**src/rtl/svc_rv_idex.sv**
```systemverilog
`default_nettype none
// ============================================================================
// Module   : svc_rv_idex
// Purpose  : ID->EX pipeline register for the svc_rv core. Captures forwarded
//            operands and decoded control, detects load-use / CSR-use hazards
//            that ID forwarding cannot cover, inserts EX bubbles and applies
//            EX-side stall and flush.
// Options  : SVC_RV_IDEX_BUBBLE_CLR_EN - bubbles and flushes also zero the
//            payload registers (default: only valid/reg_write clear).
// Revision : 1.0 - initial release
// ============================================================================
module svc_rv_idex #(
    parameter int XLEN = 32
) (
    input  logic            clk,
    input  logic            rst_n,

    input  logic            valid_id,
    output logic            ready_id,
    input  logic [4:0]      rs1_id,
    input  logic [4:0]      rs2_id,
    input  logic            rs1_used_id,
    input  logic            rs2_used_id,
    input  logic [XLEN-1:0] fwd_rs1_id,
    input  logic [XLEN-1:0] fwd_rs2_id,
    input  logic [4:0]      rd_id,
    input  logic            reg_write_id,
    input  logic [2:0]      res_src_id,
    input  logic [XLEN-1:0] imm_id,
    input  logic [XLEN-1:0] pc_id,

    input  logic            stall_ex,
    input  logic            flush_ex,

    output logic            valid_ex,
    output logic            reg_write_ex,
    output logic [4:0]      rs1_ex,
    output logic [4:0]      rs2_ex,
    output logic [4:0]      rd_ex,
    output logic [2:0]      res_src_ex,
    output logic [XLEN-1:0] rs1_data_ex,
    output logic [XLEN-1:0] rs2_data_ex,
    output logic [XLEN-1:0] imm_ex,
    output logic [XLEN-1:0] pc_ex,

    output logic            hazard_id
);

    localparam logic [2:0] c_RES_LOAD = 3'd1;
    localparam logic [2:0] c_RES_CSR  = 3'd4;

    logic            r_valid_ex;
    logic            r_reg_write_ex;
    logic [4:0]      r_rs1_ex;
    logic [4:0]      r_rs2_ex;
    logic [4:0]      r_rd_ex;
    logic [2:0]      r_res_src_ex;
    logic [XLEN-1:0] r_rs1_data_ex;
    logic [XLEN-1:0] r_rs2_data_ex;
    logic [XLEN-1:0] r_imm_ex;
    logic [XLEN-1:0] r_pc_ex;

    // Shadow of a CSR writer that has moved on to MEM (not forwarded from MEM)
    logic            r_csr_mem_vld;
    logic [4:0]      r_csr_mem_rd;

    logic w_ex_late_res;
    logic w_ex_csr_wr;
    logic w_haz_ex;
    logic w_haz_mem;
    logic w_hazard;

    // Hazard detection against the EX instruction and the MEM-stage CSR shadow
    always_comb begin
        w_ex_late_res = (r_res_src_ex == c_RES_LOAD) || (r_res_src_ex == c_RES_CSR);
        w_ex_csr_wr   = r_valid_ex && r_reg_write_ex && (r_res_src_ex == c_RES_CSR)
                        && (r_rd_ex != 5'd0);
        w_haz_ex      = r_valid_ex && r_reg_write_ex && (r_rd_ex != 5'd0) && w_ex_late_res
                        && ((rs1_used_id && (rs1_id == r_rd_ex))
                            || (rs2_used_id && (rs2_id == r_rd_ex)));
        w_haz_mem     = valid_id && r_csr_mem_vld
                        && ((rs1_used_id && (rs1_id == r_csr_mem_rd))
                            || (rs2_used_id && (rs2_id == r_csr_mem_rd)));
        w_hazard      = valid_id && (w_haz_ex || w_haz_mem) && !flush_ex;
    end

    assign hazard_id = w_hazard;
    assign ready_id  = flush_ex || (!stall_ex && !w_hazard);

    // CSR shadow follows every EX advance; flushes do not affect it (older instr)
    always_ff @(posedge clk or negedge rst_n) begin
        if (!rst_n) begin
            r_csr_mem_vld <= 1'b0;
            r_csr_mem_rd  <= 5'd0;
        end else if (!stall_ex) begin
            r_csr_mem_vld <= w_ex_csr_wr;
            r_csr_mem_rd  <= r_rd_ex;
        end
    end

    // EX pipeline register: flush > stall > bubble > capture
    always_ff @(posedge clk or negedge rst_n) begin
        if (!rst_n) begin
            r_valid_ex     <= 1'b0;
            r_reg_write_ex <= 1'b0;
            r_rs1_ex       <= 5'd0;
            r_rs2_ex       <= 5'd0;
            r_rd_ex        <= 5'd0;
            r_res_src_ex   <= 3'd0;
            r_rs1_data_ex  <= '0;
            r_rs2_data_ex  <= '0;
            r_imm_ex       <= '0;
            r_pc_ex        <= '0;
        end else if (flush_ex || (!stall_ex && w_hazard)) begin
            r_valid_ex     <= 1'b0;
            r_reg_write_ex <= 1'b0;
`ifdef SVC_RV_IDEX_BUBBLE_CLR_EN
            r_rs1_ex       <= 5'd0;
            r_rs2_ex       <= 5'd0;
            r_rd_ex        <= 5'd0;
            r_res_src_ex   <= 3'd0;
            r_rs1_data_ex  <= '0;
            r_rs2_data_ex  <= '0;
            r_imm_ex       <= '0;
            r_pc_ex        <= '0;
`else
            // Payload holds; consumers must qualify it with valid_ex
`endif
        end else if (!stall_ex) begin
            r_valid_ex     <= valid_id;
            r_reg_write_ex <= reg_write_id && valid_id;
            r_rs1_ex       <= rs1_id;
            r_rs2_ex       <= rs2_id;
            r_rd_ex        <= rd_id;
            r_res_src_ex   <= res_src_id;
            r_rs1_data_ex  <= fwd_rs1_id;
            r_rs2_data_ex  <= fwd_rs2_id;
            r_imm_ex       <= imm_id;
            r_pc_ex        <= pc_id;
        end
    end

    assign valid_ex     = r_valid_ex;
    assign reg_write_ex = r_reg_write_ex;
    assign rs1_ex       = r_rs1_ex;
    assign rs2_ex       = r_rs2_ex;
    assign rd_ex        = r_rd_ex;
    assign res_src_ex   = r_res_src_ex;
    assign rs1_data_ex  = r_rs1_data_ex;
    assign rs2_data_ex  = r_rs2_data_ex;
    assign imm_ex       = r_imm_ex;
    assign pc_ex        = r_pc_ex;

endmodule
`default_nettype wire
```
**config.mk**
```make
export PLATFORM = sky130hd
export DESIGN_NAME = svc_rv_idex
export DESIGN_NICKNAME = d
export VERILOG_FILES = /design/src/rtl/svc_rv_idex.sv
export SDC_FILE = /design/constraint.sdc
export NUM_CORES = 1
export LEC_CHECK = 0
export ABC_CLOCK_PERIOD_IN_PS = 2800
export BUFFER_PORTS_ARGS = -buffer_cell sky130_fd_sc_hd__buf_2
export CELL_PAD_IN_SITES_DETAIL_PLACEMENT = 1
export CELL_PAD_IN_SITES_GLOBAL_PLACEMENT = 2
export CORE_AREA = 2 2 148 150
export CTS_CLUSTER_SIZE = 40
export DETAILED_ROUTE_END_ITERATION = 12
export DIE_AREA = 0 0 150 152
export GPL_TIMING_DRIVEN = 1
export PLACE_DENSITY_LB_ADDON = 0.1
export SETUP_SLACK_MARGIN = 0.02
export SYNTH_ARGS = -nofsm -noshare
export SYNTH_HDL_FRONTEND = slang
export SYNTH_SLANG_ARGS = --single-unit
```
**constraint.sdc**
```tcl
create_clock -name clk -period 2.8 [get_ports clk]
set_clock_uncertainty 0.2 [all_clocks]
set_input_delay 0 -clock clk [delete_from_list [all_inputs] [get_ports clk]]
set_output_delay 0 -clock clk [all_outputs]
set_load 0.01 [all_outputs]
```
==> impl_metrics.py <==
metrics = {
    "clock_network": {
        "cts_setup_buffers": 0,
        "worstSkewPairLatency_ps": 420,
        "clk_path_buf_depth": 2,
        "clock_sinks": 154,
        "clk_pin_slew_ps": 70,
        "cts_root_buf": "clkbuf_16",
        "h-tree-depth": 4,
        "cts_tree": "built",
        "cts_buffers": 17,
    },
    "global_route": {
        "grt_pass1_wl_mm": 31.5,
        "grtUsageTotal_pct": 17.8,
        "grt_pass1_vias": 5739,
        "grt_max_degree": 66,
        "grt_overflow": 0,
        "antenna_found_initial": 0,
    },
    "power": {
        "leakagePower_nw": 4.77,
        "power_density_mw_per_mm2": 624,
        "vdd_drop_max_mv": 0.354,
    },
    "die": {
        "rows": 54,
        "fp.dieW_um": 150,
        "dieArea_mm2": 0.0228,
        "core_mm2": 0.0214,
        "start_util_pct": 29.3,
        "ioPinCount": 304,
        "die_h_um": 152,
    },
    "placed_design": {
        "portBuffers": 303,
        "placedCellCount": 961,
        "gp_congestion": 0.748,
        "dp_hpwl_mm": 13.6,
    },
    "timing": {
        "hold_ws_ps": 87.7,
        "final_hold_viol_count": 0,
        "tightest_slew_ps": 620,
        "rsz0062_at_grt": "no",
        "max_freq_ghz": 0.384,
        "setup_viol": 0,
        "slew_headroom_pct": 58.7,
        "fin_tns_setup_ps": 0,
        "fin_crit_ps": 2610,
        "min_period_over_period_pct": 93.1,
        "slew_violations": 0,
    },
    "drt": {
        "drc": 0,
        "totalWireLength_mm": 19.4,
        "vias": 4968,
        "wl_per_cell_um": 16.9,
        "avgViaCountPerCell": 4.33,
        "antenna_left": 0,
        "dr.pass1.iters": 4,
        "drt-initial-drc-count": 91,
    },
    "yosys": {
        "ys.flop_type": "dfrtp_1",
        "syn_nets": 530,
        "synth_cells": 376,
        "ys_ff_latch": 154,
        "synth_warnings": 0,
        "syn_avg_cell_area_um2": 16.7,
        "async_reset_ff_share_pct": 100,
        "synth-edff-count": 0,
        "syn_area_mm2": 0.00627,
        "yosysSeqAreaShare_pct": 61.5,
        "synth_cell_types": 22,
    },
    "hold_path": {
        "min_path_cells": 6,
        "hold_class": "primary input to flip-flop",
        "hold_start": "rs2_used_id",
    },
    "layout": {
        "final-instance-count-excl-fill": 1148,
        "fin_util_pct": 47.9,
        "syn_to_final_growth_pct": 63.3,
        "fillers": 2297,
        "drive_above_1_share_pct": 57.8,
        "final_common_cell": "buf_2",
        "antenna_cells": 0,
        "layout_common_cells": "buf_2 (302), dlygate4sd3_1 (156), dfrtp_1 (154)",
        "fin_nets": 1010,
    },
    "setup_path": {
        "start_kind": "flip-flop",
        "cp.required_ps": 2890,
        "critPathArrivalTime_ps": 2700,
        "path_class": "flip-flop to flip-flop",
        "worstSetupStartpoint": "rd_ex[4]",
        "worst-path-max-fanout": 23,
        "cp-end-kind": "flip-flop",
        "r2r_cells": 8,
        "r2r-start": "rd_ex[4]",
    },
    "outcome": {
        "status": "completed",
    },
    "job": {
        "drv_cap": 0,
    },
}
## cells by family after synthesis
logic type,after synthesis,synth area share [%]
flops,154,61.5
mux,149,27.4
simple gates,24,1.84
xor+xnor,21,2.94
buf+inv,19,5.15
compound gates,9,1.20
## synthesized netlist by cell type (2+ instances only)
cell	instances	area [um2]
buf_12	15	300
inv_1	2	7.51
nand4_1	5	31.3
xnor2_1	21	184
o22ai_1	4	25.0
nand2_1	11	41.3
mux2_4	10	150
nor2_1	4	15.0
mux2_2	138	1550
dfrtp_1	154	3850
## area by class of cell
cell class,count,area [um2],share of cell area (%)
Tap cell,280,350,3.42
Sequential cell,154,3850,37.7
Timing Repair Buffer,478,3360,32.9
Clock buffer,19,443,4.33
Inverter,2,7.51,0.0734
Clock inverter,12,118,1.15
Multi-Input combinational cell,203,2100,20.5
## state kept, by name (all words and copies together), names as in the netlist, 3 cells and up
name	flops
imm_ex	32
pc_ex	32
rs1_data_ex	32
rs2_data_ex	32
r_csr_mem_rd	5
rd_ex	5
rs1_ex	5
rs2_ex	5
res_src_ex	3
## through the flow
| stage | total power, W | setup slack, ps | cell area [um2] |
|---|---|---|---|
| final | 0.00639 | 194 | 10200 |
| after detailed placement | 0.00405 | 175 | 8100 |
| after floorplan | 0.00341 | 316 | 6270 |
| after global placement | 0.00401 | 240 | 8100 |
| after global routing | 0.00674 | 57.3 | 10200 |
| after CTS | 0.00648 | 148 | 10200 |
## routing by layer
layer,routed length (um),up-vias,GRT usage (%)
met1,7360,2440,20.3
li1,-,2293,-
met5,0,-,0
met2,10100,205,31.0
met3,1490,30,5.80
met4,435,0,6.06
## worst max-delay path, stage by stage, from the launching register on
cell,delay [ps]
dfrtp_1,410
or4_1,560
o2111ai_2,220
nor2_1,90
nand3b_1,110
o211a_4,200
buf_12,150
buf_12,180
mux2_2,350
## worst paths after layout
check,slack [ps],endpoint
min in group asynchronous,470,rs1_ex[0]
max,190,rs1_data_ex[9]
max reg2reg,190,rs1_data_ex[9]
max in group asynchronous,1120,rs2_data_ex[4]
min,90,res_src_ex[2]
min reg2reg,280,rs2_data_ex[1]
## where the power goes
group | internal, W | leakage [nW] | switching [W]
clock network | 0.00125 | 0.262 | 0.000960
logic | 0.000807 | 2.69 | 0.000630
registers | 0.00256 | 1.81 | 0.000181
## repair_timing
action / 4_1_cts / 5_1_grt
hold buffers: 156 / 0
hold endpoints to repair: 308 / 0
setup endpoints to repair: 0 / 62
resized for setup: 0 / 1
Note: power is estimated with default switching activity, not from simulation.
